[config.mk]
export PLATFORM = sky130hd
export DESIGN_NAME = seq_pattern_counter
export DESIGN_NICKNAME = d
export VERILOG_FILES = /design/src/rtl/seq_pattern_counter_pkg.sv /design/src/rtl/seq_pattern_counter_window.sv /design/src/rtl/seq_pattern_counter.sv
export SDC_FILE = /design/constraint.sdc
export NUM_CORES = 1
export LEC_CHECK = 0
export CAP_MARGIN = 0
export CELL_PAD_IN_SITES_DETAIL_PLACEMENT = 0
export CELL_PAD_IN_SITES_GLOBAL_PLACEMENT = 1
export CORE_UTILIZATION = 36
export DETAILED_ROUTE_END_ITERATION = 12
export HOLD_SLACK_MARGIN = 0.08
export PLACE_DENSITY = 0.76
export SETUP_SLACK_MARGIN = 0.05
export SYNTH_ARGS = -nofsm -noshare
export SYNTH_HDL_FRONTEND = slang
export SYNTH_SLANG_ARGS = --single-unit
[constraint.sdc]
create_clock -name clk -period 2.4 [get_ports clk]
set_input_delay 0.48 -clock clk [delete_from_list [all_inputs] [get_ports clk]]
set_output_delay 0.48 -clock clk [all_outputs]
set_load 0.01 [all_outputs]
[src/rtl/seq_pattern_counter_pkg.sv]
// Shared limits and reset defaults for the streaming pattern counter.
// Modules derive their fill-counter width from fill_width().
package seq_pattern_counter_pkg;

  localparam int PAT_W_MIN = 2;
  localparam int PAT_W_MAX = 16;
  localparam int CNT_W_MIN = 1;
  localparam int CNT_W_MAX = 32;

  localparam logic [PAT_W_MAX-1:0] PAT_RST_DEFAULT = 16'h0005;
  localparam logic                 OVL_RST_DEFAULT = 1'b1;

  // Width needed to hold a fill level of 0..pat_w.
  function automatic int fill_width(input int pat_w);
    return $clog2(pat_w + 1);
  endfunction

endpackage

[src/rtl/seq_pattern_counter_window.sv]
// Serial history window and fill tracking; flags a hit on the bit that
// completes the programmed pattern.
module seq_pattern_counter_window
  import seq_pattern_counter_pkg::*;
#(
  parameter int PAT_W = 3
) (
  input  logic             clk,
  input  logic             rst_n,
  input  logic             clr,
  input  logic             advance,
  input  logic             bit_in,
  input  logic [PAT_W-1:0] pat,
  input  logic             ovl,
  output logic             hit
);

  localparam int FILL_W = fill_width(PAT_W);

  // The oldest window bit is shifted out before anyone looks at it,
  // so only the newest PAT_W-1 bits need storage.
  logic [PAT_W-2:0]  hist_reg;
  logic [PAT_W-1:0]  next_win;
  logic [FILL_W-1:0] fill_reg;
  logic [FILL_W-1:0] fill_next;

  assign next_win[0] = bit_in;
  for (genvar gi = 1; gi < PAT_W; gi++) begin : g_shift
    assign next_win[gi] = hist_reg[gi-1];
  end

  assign hit = advance && (fill_reg >= FILL_W'(PAT_W - 1)) && (next_win == pat);

  always_comb begin
    fill_next = fill_reg;
    if (hit) begin
      fill_next = ovl ? FILL_W'(PAT_W) : '0;
    end else if (fill_reg != FILL_W'(PAT_W)) begin
      fill_next = fill_reg + FILL_W'(1);
    end
  end

  always_ff @(posedge clk) begin
    if (!rst_n || clr) begin
      hist_reg <= '0;
      fill_reg <= '0;
    end else if (advance) begin
      hist_reg <= next_win[PAT_W-2:0];
      fill_reg <= fill_next;
    end
  end

endmodule

[src/rtl/seq_pattern_counter.sv]
// Streaming pattern counter: configuration registers, load/clear priority,
// saturating match counter and registered match pulse.
module seq_pattern_counter
  import seq_pattern_counter_pkg::*;
#(
  parameter int               PAT_W   = 3,
  parameter int               CNT_W   = 8,
  parameter logic [PAT_W-1:0] PAT_RST = PAT_W'(PAT_RST_DEFAULT),
  parameter logic             OVL_RST = OVL_RST_DEFAULT
) (
  input  logic             clk,
  input  logic             rst_n,
  input  logic             cfg_load,
  input  logic [PAT_W-1:0] cfg_pattern,
  input  logic             cfg_overlap,
  input  logic             clear,
  input  logic             bit_valid,
  input  logic             bit_in,
  output logic             match,
  output logic [CNT_W-1:0] count,
  output logic             count_sat
);

  if (PAT_W < PAT_W_MIN || PAT_W > PAT_W_MAX) begin : g_bad_pat_w
    $error("seq_pattern_counter: PAT_W out of range");
  end
  if (CNT_W < CNT_W_MIN || CNT_W > CNT_W_MAX) begin : g_bad_cnt_w
    $error("seq_pattern_counter: CNT_W out of range");
  end

  logic [PAT_W-1:0] pat_reg;
  logic             ovl_reg;
  logic [CNT_W-1:0] count_reg, count_next;
  logic             sat_reg, sat_next;
  logic             match_reg;
  logic             hit;
  logic             advance;

  // A load or clear in the same cycle swallows the presented bit.
  assign advance = bit_valid && !cfg_load && !clear;

  seq_pattern_counter_window #(.PAT_W(PAT_W)) u_window (
    .clk     (clk),
    .rst_n   (rst_n),
    .clr     (cfg_load || clear),
    .advance (advance),
    .bit_in  (bit_in),
    .pat     (pat_reg),
    .ovl     (ovl_reg),
    .hit     (hit)
  );

  always_comb begin
    count_next = count_reg;
    sat_next   = sat_reg;
    if (hit) begin
      if (count_reg == '1) sat_next = 1'b1;
      else                 count_next = count_reg + CNT_W'(1);
    end
  end

  always_ff @(posedge clk) begin
    if (!rst_n) begin
      pat_reg   <= PAT_RST;
      ovl_reg   <= OVL_RST;
      count_reg <= '0;
      sat_reg   <= 1'b0;
      match_reg <= 1'b0;
    end else if (cfg_load || clear) begin
      if (cfg_load) begin
        pat_reg <= cfg_pattern;
        ovl_reg <= cfg_overlap;
      end
      count_reg <= '0;
      sat_reg   <= 1'b0;
      match_reg <= 1'b0;
    end else begin
      count_reg <= count_next;
      sat_reg   <= sat_next;
      match_reg <= hit;
    end
  end

  assign match     = match_reg;
  assign count     = count_reg;
  assign count_sat = sat_reg;

endmodule

Word level (Yosys, flattened, before mapping)
Index checks and enable logic that the tools add are counted.
{ "classes": {"addsub": 2, "n_bitwise": 2, "n_reduce_logical": 15, "magnitude_cmp": 1, "eq_ne": 3, "mux": 3} }
{ "op_table": {"columns": ["cell", "count"], "rows": [
  ["adder 8 x 1 -> 8 bit, second input constant", 1],
  ["equality test 8 bit, second input constant", 1],
  ["AND reduction 2 bit", 4],
  ["two-way mux 2 bit", 3],
  ["logical AND 1 bit", 4],
  ["equality test 3 bit", 1],
  ["logical NOT 1 bit", 3],
  ["adder 2 x 1 -> 2 bit, second input constant", 1],
  ["greater-or-equal comparator 2 bit, second input constant", 1],
  ["logical OR 1 bit", 2],
  ["inequality test 2 bit, second input constant", 1],
  ["inverter 1 bit", 2],
  ["nonzero test 2 bit", 1],
  ["OR reduction 2 bit", 1]
]} }
{ "totals": {"output_inout_bits": 10, "regBits": 18} }

Depth between registers and ports, before layout
{ "logic_depth": {"ltp_word": 7, "depth_mapped": 6} }

Hierarchy
From an unflattened synthesis, not the netlist that was laid out.
{ "hier_totals": {"cells_unflattened": 97, "hier_area_um2": 898.4} }
{ "by_module_without_submodules": {"columns": ["module", "area_each_um2", "n_inst", "cells_each"], "rows": [
  ["seq_pattern_counter", 640.6, 1, 69],
  ["seq_pattern_counter_window", 257.7, 1, 28]
]} }

Worst setup path before layout
OpenSTA, ideal clock, no wires.
{ "synth_timing": {"kind": "input to register", "start": "input cfg_load", "end": "register count_reg[6], in the netlist count[6]", "setup_ps": 71, "t_arrival_ps": 1762, "path_stages": 6, "slack_ps": 567, "cell_sequence": "buf_6 -> nor2_8 -> o2111ai_4 -> or2_4 -> or4_1 -> a21oi_1"} }
{ "synth_between": {"elab_chain_cells": 6} }
{ "synth_rtl": {"columns": ["element", "line_no", "rtl"], "rows": [
  ["start: declaration", "seq_pattern_counter.sv:13", "input logic cfg_load,"],
  ["logical NOT 1 bit", "seq_pattern_counter.sv:40", "assign advance = bit_valid && !cfg_load && !clear;"],
  ["logical AND 1 bit (2 in series)", "seq_pattern_counter.sv:40", null],
  ["logical AND 1 bit (2 in series)", "seq_pattern_counter_window.sv:32", "assign hit = advance && (fill_reg >= FILL_W'(PAT_W - 1)) && (next_win == pat);"],
  ["AND reduction 2 bit (no line)", null, null],
  ["end signal: assignment", "seq_pattern_counter.sv:78", "count_reg <= count_next;"],
  ["end: declaration", "seq_pattern_counter.sv:33", "logic [CNT_W-1:0] count_reg, count_next;"]
]} }
Several ways; a longest one is shown, not always the timed one.
A chain may end at the register's enable or synchronous reset.

Final worst setup path
Same ends and word-level chain as after synthesis.

==> run summary <==
The worst path uses 82.25% of the clock period. The tools report the wire length of the first global-routing pass as 2628 µm. The flow ran to the end, and the final reports show no timing, DRC or antenna violations. Measured along the x axis, the die boundary spans 50.76 µm. The run gives 0.2819 mV as the worst supply voltage drop on vdd.

In the final routed layout, each cell accounts on average for 11.78 µm. TritonCTS built the clock tree. The final layout contains 126 nets. For this block, the initial DRC count from the detailed router was 11. For the initial core utilization, the log shows 38.32%. The cell count after synthesis is 87. After synthesis, the netlist uses 28 different library cells. The run gives 0.3775 nW as the leakage power summed over all cells. The run gives 17 as the number of cell rows. The most common cell after layout, fill and taps aside is sky130_fd_sc_hd__clkdlybuf4s50_1. On the final layout, the worst hold slack is 0.4839 ns. The number of global-route vias before repair is 616, and the die extent in y is 50.76 µm. The critical path is of the in -> reg type.

The DRC violation count after routing came out at 0. Averaged over all synthesized cells, the footprint is 9.837 µm². The die area was 0.002576 mm²; the final weighted congestion in routability-driven placement was 0.8210. For the number of failing setup endpoints in the final timing report, the log shows 0. The placed wire-length estimate after detailed placement came out at 1240 µm. The clock input transition at the sequential cells of the worst setup and hold paths is 0.10 ns, and the count of state elements after synthesis is 18.

The tools report the post-synthesis sequential area ratio as 42.11%. The worst setup path is launched from a primary input. The run gives 10.4% as the fraction of power consumed by combinational cells. The logs give 4 for the count of TritonRoute iterations in the first routing pass and 0 for the leftover overflow at the end of global routing. For the pin with the worst max-slew slack, the measured transition is 0.3420 ns. In this run the worst path has a maximum fanout of 5.

The relative area change from synthesis to final layout is 30.70%, and the fraction of power consumed by sequential logic is 61.2%. The largest net degree at the start of global routing was 12; the number of failing hold endpoints at the final stage was 0. Across every metal layer, demand over resource in global routing totals 14.36%. The clock latency reported for the late side of the worst-skew pair was 0.28 ns; the post-detailed-placement cell area was 0.001096 mm². The clock passes through at most 2 buffers.

The post-cts resize count was 0; the number of hold buffers added after CTS was 0. The logs give 18 for the sink count of the clock tree and 855.8 µm² for the cell area after synthesis. The total negative slack for setup checks is 0 ns, and the via count is 692. The tree is rooted in a sky130_fd_sc_hd__clkbuf_4. The finished cells cover 0.001119 mm². At the end of the flow the core is filled with cells to 50.08%. Dividing total power by cell area gives a power density of 449.8 mW/mm².

In this run, CTS created clock tree buffers numbering 3. The register with the most flip-flops in the layout has 8 of them. Dividing the detail-routed via count by the number of cells gives 4.978.

Setup repair after global routing left no endpoint under its margin. Measured against its own limit, the worst slew margin works out to 77.08%. Across the run, the number of max-cap violations was 0. The tools report the worst endpoint data arrival time as 2.20 ns. The kind of end point of the critical path was a flip-flop.

In the layout the commonest cells are sky130_fd_sc_hd__clkdlybuf4s50_1, sky130_fd_sc_hd__dfxtp_1, sky130_fd_sc_hd__nor2_1, sky130_fd_sc_hd__nand2_1, sky130_fd_sc_hd__xnor2_1. The worst hold path belongs to the class reg -> reg. Net switching is 22.12% of the power.

The run gives 0.1113 mW as the net switching power. The fraction of final layout cells with drive strength greater than 1 is 14.41%, and the total of warnings raised by yosys is 0. Number of pins with negative max-slew slack in the final report: 0. The repair_antennas step left the layout with diodes totalling 0.

Cell internal power was estimated by the tool at 0.3918 mW. The total area inside the core boundary comes to 0.002233 mm². The clock period minus final worst setup slack is 1.974 ns, and the maximum achievable frequency is 506.6 MHz.

The run gives 0 as the initial antenna violation count. Summed over all layers, the routed wires come to 1637 µm. The clock group share of total power was 28.4%. Buffers placed on the I/O ports in this run total 19. Post-CTS timing repair inserted 0 buffers for setup. The count of nets left with antenna violations once routing finished came out at 0.

In this run the count of I/O pins placed on the die edge is 20. The setup slack of the critical path after layout was 0.4260 ns; the synthesized netlist net count was 100. OpenSTA, run right after detailed placement, puts the worst setup slack at 0.1161 ns.

For the final setup skew, the log shows 0.007250 ns. The endpoint required time on the critical path is 2.63 ns, and the count of H-tree levels built during CTS is 1.
-- cells by family after synthesis --
family          after synthesis  synth area share, %
flops                        18                42.11
xor+xnor                      9                10.09
simple gates                 37                22.81
mux                           5                5.848
compound gates               12                12.57
fa+ha+maj                     3                4.386
buf+inv                       3                2.192
-- through the flow --
| step | power, mW | instances |
|---|---|---|
| 2_1_floorplan | 0.3424 | 87 |
| 3_3_place_gp | 0.3672 | 136 |
| 3_5_place_dp | 0.3678 | 136 |
| 4_1_cts | 0.5132 | 139 |
| 5_1_grt | 0.5299 | 139 |
| 6_report | 0.5031 | 139 |
-- cell type report --
type / count / area, µm²
Multi-Input combinational cell: 66 / 476.7
Clock buffer: 3 / 22.52
Inverter: 1 / 3.754
Fill cell: 213 / 1115
Sequential cell: 18 / 360.3
Tap cell: 28 / 35.03
Timing Repair Buffer: 23 / 220.2
-- critical path, stage by stage --
cell,delay [ns]
sky130_fd_sc_hd__clkdlybuf4s50_1,0.52
sky130_fd_sc_hd__nor2_8,0.15
sky130_fd_sc_hd__o2111ai_4,0.12
sky130_fd_sc_hd__or2_4,0.29
sky130_fd_sc_hd__or4_1,0.51
sky130_fd_sc_hd__a21oi_1,0.14
-- power by group through the flow --
stage               Combinational [mW]  Sequential, mW  Clock (mW)
floorplan                       0.0282           0.314           0
global placement                0.0523           0.315           0
detailed placement              0.0526           0.315           0
CTS                             0.0528           0.308       0.152
global route                    0.0572           0.309       0.164
finish                          0.0522           0.308       0.143
-- final timing paths --
| check | from | to | slack [ns] | cells past startpoint |
|---|---|---|---|---|
| worst min-delay path | count_sat | count_sat | 0.48 | 2 |
| worst max register to register | u_window.fill_reg[1] | count[6] | 0.63 | 5 |
| worst min register to register | count_sat | count_sat | 0.48 | 2 |
| worst max-delay path | cfg_load | count[6] | 0.43 | 6 |
-- metal layers --
layer	vias to the layer above	track usage, %	share of wire, %
met5	-	0	0
met4	0	9.722	1.0
met3	2	3.636	4.3
met2	17	19.78	42
met1	317	19.34	52
li1	356	-	-
-- Yosys cell counts, drive strengths merged --
master | instances | area share, %
or3b | 1 | 1.0
dfxtp | 18 | 42
a31o | 1 | 1.0
nor2 | 13 | 7.6
o211ai | 1 | 0.88
and2 | 1 | 0.73
xnor2 | 9 | 10
or2 | 1 | 1.0
o2111ai | 2 | 4.1
buf | 1 | 1.3
nand2 | 11 | 4.8
nand4 | 2 | 1.5
o221a | 2 | 2.6
clkbuf | 1 | 0.44
ha | 3 | 4.4
nor2b | 1 | 0.73
nor3 | 2 | 1.8
o41ai | 1 | 1.0
nor4 | 3 | 2.2
inv | 1 | 0.44
or4 | 1 | 0.88
a21oi | 5 | 2.9
mux2i | 5 | 5.8
nand3 | 1 | 0.58
(Power assumes the default switching activity.)
